## config.mk

```make
export PLATFORM = sky130hd
export DESIGN_NAME = shift_sequencer
export DESIGN_NICKNAME = d
export VERILOG_FILES = /design/src/rtl/shift_pkg.sv /design/src/rtl/shifter.sv /design/src/rtl/shift_sequencer.sv
export SDC_FILE = /design/constraint.sdc
export NUM_CORES = 1
export LEC_CHECK = 0
export ABC_AREA = 1
export CAP_MARGIN = 20
export CORE_MARGIN = 5
export CORE_UTILIZATION = 55
export CTS_CLUSTER_SIZE = 40
export DETAILED_ROUTE_END_ITERATION = 10
export PLACE_DENSITY = 0.84
export SETUP_SLACK_MARGIN = 0.5
export SLEW_MARGIN = 20
export SYNTH_ARGS = -nofsm -noshare
export SYNTH_HDL_FRONTEND = slang
export SYNTH_HIERARCHICAL = 1
export SYNTH_SLANG_ARGS = --single-unit
```

## constraint.sdc

```tcl
create_clock -name clk -period 3.25 [get_ports clk]
set_input_delay 0.4875 -clock clk [delete_from_list [all_inputs] [get_ports clk]]
set_output_delay 0.4875 -clock clk [all_outputs]
set_load 0.1 [all_outputs]
```

## src/rtl/shift_pkg.sv

```systemverilog
// Shared constants, FSM state encoding and latched shift-mode layout for the
// multi-bit shift sequencer and its one-bit shifter.
package shift_pkg;

    localparam int WIDTH = 8;
    localparam int AMT_W = 3;

    typedef enum logic [1:0] {
        IDLE  = 2'd0,
        SHIFT = 2'd1,
        DONE  = 2'd2
    } state_t;

    typedef struct packed {
        logic la;
        logic lr;
    } mode_t;

endpackage

```

## src/rtl/shifter.sv

```systemverilog
// Combinational one-bit shifter: left logical, right logical or right
// arithmetic, with the bit pushed out reported on C.
module shifter
    import shift_pkg::*;
(
    input  logic [WIDTH-1:0] A,
    input  logic             LA,
    input  logic             LR,
    output logic [WIDTH-1:0] Y,
    output logic             C
);

    always_comb begin
        if (LR) begin
            Y = {(LA & A[WIDTH-1]), A[WIDTH-1:1]};
            C = A[0];
        end else begin
            Y = {A[WIDTH-2:0], 1'b0};
            C = A[WIDTH-1];
        end
    end

endmodule

```

## src/rtl/shift_sequencer.sv

```systemverilog
// Multi-bit shift controller: steps the one-bit shifter once per clock until
// the latched distance is reached, then presents the result with a done pulse.
module shift_sequencer
    import shift_pkg::*;
(
    input  logic             clk,
    input  logic             reset,
    input  logic             start,
    input  logic [WIDTH-1:0] a_in,
    input  logic [AMT_W-1:0] amt,
    input  logic             la,
    input  logic             lr,
    output logic             busy,
    output logic             done,
    output logic [WIDTH-1:0] y,
    output logic             c_out,
    output logic             z_out
);

    state_t           state_q, state_d;
    logic [WIDTH-1:0] acc_q, acc_d;
    logic [AMT_W-1:0] cnt_q, cnt_d;
    mode_t            mode_q, mode_d;
    logic [WIDTH-1:0] y_q, y_d;
    logic             c_q, c_d;
    logic             z_q, z_d;
    logic             busy_q, busy_d;
    logic             done_q, done_d;

    logic [WIDTH-1:0] sh_y;
    logic             sh_c;

    shifter u_shifter (
        .A  (acc_q),
        .LA (mode_q.la),
        .LR (mode_q.lr),
        .Y  (sh_y),
        .C  (sh_c)
    );

    // Outputs are registered on the edge that enters DONE, so done, y and
    // z_out all become valid together in the DONE cycle.
    always_comb begin
        state_d = state_q;
        acc_d   = acc_q;
        cnt_d   = cnt_q;
        mode_d  = mode_q;
        y_d     = y_q;
        c_d     = c_q;
        z_d     = z_q;
        busy_d  = busy_q;
        done_d  = 1'b0;
        case (state_q)
            IDLE: begin
                if (start) begin
                    acc_d   = a_in;
                    cnt_d   = amt;
                    mode_d  = '{la: la, lr: lr};
                    c_d     = 1'b0;
                    busy_d  = 1'b1;
                    if (amt == '0) begin
                        state_d = DONE;
                        done_d  = 1'b1;
                        y_d     = a_in;
                        z_d     = (a_in == '0);
                    end else begin
                        state_d = SHIFT;
                    end
                end
            end
            SHIFT: begin
                acc_d = sh_y;
                c_d   = sh_c;
                cnt_d = cnt_q - AMT_W'(1);
                if (cnt_q == AMT_W'(1)) begin
                    state_d = DONE;
                    done_d  = 1'b1;
                    y_d     = sh_y;
                    z_d     = (sh_y == '0);
                end
            end
            DONE: begin
                state_d = IDLE;
                busy_d  = 1'b0;
            end
            default: begin
                state_d = IDLE;
                busy_d  = 1'b0;
            end
        endcase
    end

    always_ff @(posedge clk or posedge reset) begin
        if (reset) begin
            state_q <= IDLE;
            acc_q   <= '0;
            cnt_q   <= '0;
            mode_q  <= '0;
            y_q     <= '0;
            c_q     <= 1'b0;
            z_q     <= 1'b1;
            busy_q  <= 1'b0;
            done_q  <= 1'b0;
        end else begin
            state_q <= state_d;
            acc_q   <= acc_d;
            cnt_q   <= cnt_d;
            mode_q  <= mode_d;
            y_q     <= y_d;
            c_q     <= c_d;
            z_q     <= z_d;
            busy_q  <= busy_d;
            done_q  <= done_d;
        end
    end

    assign busy  = busy_q;
    assign done  = done_q;
    assign y     = y_q;
    assign c_out = c_q;
    assign z_out = z_q;

endmodule

```

# Word level (Yosys, flattened, before mapping)
# Cells that the tools add are included.
# totals
reg_bits,27
latch_bits,0
ram_bits,0
romBits,0
inputBits,16
mem_count,0
# classes
add_sub_neg,1
mul,0
n_div,0
magnitude_cmp,0
n_eq_ne,5
shift,0
muxes,26
bitwise_logic,2
reduce_logical,10
# op_table
cell,n
2-to-1 mux 8 bit,5
one-hot mux 8 bit (2 select lines),2
logical NOT 8 bit,2
2-to-1 mux 1 bit,9
one-hot mux 1 bit (2 select lines),4
AND reduction 2 bit,4
2-to-1 mux 2 bit,3
!= test 2 bit (second input constant),3
one-hot mux 3 bit (2 select lines),1
one-hot mux 2 bit (2 select lines),1
AND reduction 4 bit,1
equality test 3 x 1 -> 1 bit (second input constant),1
logical NOT 3 bit,1
2-to-1 mux 3 bit,1
subtractor 3 x 1 -> 3 bit (second input constant),1
equality test 2 x 1 -> 1 bit (second input constant),1
logical NOT 2 bit,1
nonzero test 2 bit,1
bitwise AND 1 bit,1
NOT 1 bit,1

# Longest topological paths before layout
# logic_depth
ltp_word,5
ltp_mapped,11

# By module
# Netlist, hierarchy kept.
# by_module_without_submodules
mod,n_inst,cells_per_inst,area_each_um2,seq_area_each_um2
shift_sequencer,1,166,1320.0,676.9
shifter,1,28,113.9,0.0

# Worst setup path before layout
# OpenSTA, ideal clock, no wires.
# synth_path
kind,register to output
start,register busy_q (netlist: busy)
end,output port busy
arrival_ns,0.898
t_required_ns,2.762
setup_slack_ns,1.865
path_stages_with_launch,1
cell_sequence,dfrtp_1
# synth_lines
element,line,text
from (decl),shift_sequencer.sv:27,"logic busy_q, busy_d;"
from (signal assigned),shift_sequencer.sv:112,busy_q <= busy_d;
to (decl),shift_sequencer.sv:13,"output logic busy,"
# No word-level cell between the ends.

# Worst setup path in the final report
# layout_path
start,register busy_q (netlist: busy)
end,output port busy
# No word-level cell between the ends.

==> results.rst <==
.. list-table::
   :header-rows: 1

   * - Metric
     - Value
   * - Deepest clock path buffer count
     - 2
   * - Unique masters post-synth
     - 25
   * - H-tree level count
     - 1
   * - Largest net degree at the start of global routing
     - 28
   * - Ordered cell list for the critical path
     - clkdlybuf4s50_1
   * - # port buffers
     - 27
   * - Sequential-to-total area share from yosys stat
     - a little under half
   * - Setup clock skew after layout
     - approximately 0.006 ns
   * - Total inserted antenna cells
     - 0
   * - Overflow left after global routing
     - 0
   * - Clock tree from TritonCTS
     - built
   * - Max-Cap Viols
     - 0
   * - Weighted congestion reported at the end of routability-driven placement
     - roughly 0.80
   * - Buffering stage count on the worst path with inverters included
     - 1
   * - Crit Path Max Fanout
     - 2
   * - Data arrival time of the worst path
     - approximately 1.9 ns
   * - Post-synth top flop
     - dfrtp_1
   * - Stage delay of the slowest cell on the critical path
     - 1.15 ns
   * - Number of fill cells in the layout
     - around 220
   * - Width of the chip
     - about 61 um
   * - Slew @ Worst Pin
     - 0.988 ns
   * - Post-detailed-route via-to-cell ratio
     - about 4.9
   * - Final TNS setup
     - 0 ns
   * - Post-route minimum period
     - approximately 2.3 ns
   * - Remaining number of nets flagged by the antenna check after routing
     - 0
   * - Number of register bits inferred by synthesis
     - 27
   * - DRC
     - 0
   * - Critical path type
     - flip-flop to primary output
   * - Clk Latency, worst-skew pair
     - between 0.3 and 0.4 ns
   * - Post-DP HPWL
     - between 2000 and 2500 um
   * - Critical Path Sink Type
     - primary output
   * - Standard-cell rows
     - 18
   * - Ports
     - 28
   * - Required time reported for the critical path endpoint
     - between 2 and 3 ns
   * - Path type of the worst min-delay path
     - input port to asynchronous set/reset pin
   * - Via count of the first global-routing pass
     - around 1.2k
   * - Yosys warns
     - 6
   * - Die extent in y
     - between 60 and 70 um
   * - Number of antenna violations at the first check in global routing
     - 0
   * - Hold Vio Cnt, Final
     - 0
   * - Proportion of layout cells with a drive suffix above 1
     - around 8.6%
   * - CTS hold repair buffers
     - 0
   * - Post-detailed-route wirelength per cell
     - 12.0 um
   * - Iteration-0 DRC Markers
     - between 60 and 70
   * - Synthesized area divided by synthesized cell count
     - about 7.4 um2
   * - Highest clock rate
     - between 400 and 500 MHz
   * - Post-Syn Nets
     - 212
   * - CTS Root Buffer Type
     - clkbuf_4
   * - Final net count
     - 241
   * - Unrepaired setup endpoints after global routing
     - false
   * - Share of synthesized flip-flops with an asynchronous set or reset
     - 100%
   * - Number of gates resized after cts
     - 0
   * - Vias
     - between 1k and 1.5k
   * - Category of cells accounting for the largest share of critical-path delay
     - buffers and inverters
   * - Count of flip-flops with a built-in enable after synthesis
     - 0
   * - Fin. max-slew vios
     - 0
   * - Share of the clock period used by the worst path
     - between 70% and 80%
   * - Headroom to the max-slew limit
     - approximately a third
   * - Gate count of the mapped netlist
     - just under 200
   * - Full die area
     - about 3700 um2
   * - Setup repair bufs after CTS
     - 0
   * - Initial standard-cell utilization of the core
     - between 50% and 60%
   * - Critical-path top delay cell
     - clkdlybuf4s50_1
   * - Result of the run
     - complete, no violations
   * - Sink Count
     - 27
   * - Total iterations of the first detailed-routing run
     - 6
   * - Startpoint types
     - flip-flop
   * - CTS buffer count
     - 3
   * - Global routing usage summed across all routing layers
     - 18.0%
   * - Clock-pin slew reported for the worst setup and hold paths after clock tree synthesis
     - roughly 0.14 ns
   * - Synth Cell Area
     - about 1400 um2
   * - Syn-to-layout area delta
     - 21.5%
   * - Area inside the core boundary
     - 2480 um2
   * - # setup viols final
     - 0
   * - Global-route wire length before repair
     - 5030 um
   * - Drt total wl
     - just over 3000 um
[state kept, by name, indices dropped and copies added, names as in the netlist]
register / cells
y: 8
done: 1
mode_q: 2
cnt_q: 3
c_out: 1
z_out: 1
state_q: 2
busy: 1
acc_q: 8
[placed cells by master, fill, tap and decap left out, types with 3 or more instances in the layout]
master / n
o21ai_0: 9
clkbuf_4: 3
a21oi_1: 3
clkdlybuf4s50_1: 26
inv_1: 15
dfrtp_1: 26
nor2_1: 7
nand2_1: 106
inv_2: 4
[cell families (layout without fill, tap and decap cells)]
family	count (synthesis)	count (layout)	synth area share [%]
and+or+nand+nor	124	124	35.9
buffers and inverters	25	53	8.38
DFF	27	27	47.2
AOI/OAI and AO/OA	16	16	6.81
adders and majority gates	2	2	1.74
[final timing paths]
| check | start | end | slack [ns] | cells after the start |
|---|---|---|---|---|
| worst max-delay path | busy | busy | 0.91 | 1 |
| worst min-delay path | reset | acc_q[0] | 0.42 | 2 |
| worst max register to register | mode_q[0] | z_out | 1.83 | 10 |
| worst min register to register | z_out | z_out | 0.48 | 2 |
| max in group asynchronous | reset | z_out | 2.33 | 3 |
| min in group clk | z_out | z_out | 0.48 | 2 |
[metrics by stage]
stage               util [%]  std cells  cell area [um2]  hold slack (ns)  worst slack, ns
finish                  70.3        252             1740            0.423            0.906
floorplan                  -        194             1430            0.449             1.86
global route            70.3        252             1740            0.439            0.831
global placement        68.6        247             1700            0.452             1.30
CTS                     69.7        251             1730            0.486            0.883
detailed placement      68.6        247             1700            0.458             1.26
[cell type report]
class	instances	area [um2]	share of cell area, %
clock buffers	4	26.3	1.51
inverters	21	81.3	4.67
multi-input cells	142	637	36.6
flip-flops and latches	27	677	38.9
well taps	30	37.5	2.16
repair buffers	28	283	16.2
[routing by layer]
metal / track usage [%] / vias up / wire length (um)
met5: 0 / - / 0
met4: 5.88 / 0 / 39
met3: 2.73 / 6 / 182
met2: 29.0 / 39 / 1390
met1: 25.0 / 544 / 1420
li1: - / 646 / -
[synthesized netlist by cell type, drive strengths merged (2+ instances only)]
cell type,n,area [um2]
a21oi,3,15.0
buf,4,38.8
dfrtp,26,651
ha,2,25.0
inv,21,81.3
nand2,109,422
nand3,4,37.5
nor2,9,43.8
o21ai,10,61.3
Power is not shown: default switching activity piles up to over one toggle a cycle in this logic, so the estimate is an artifact.
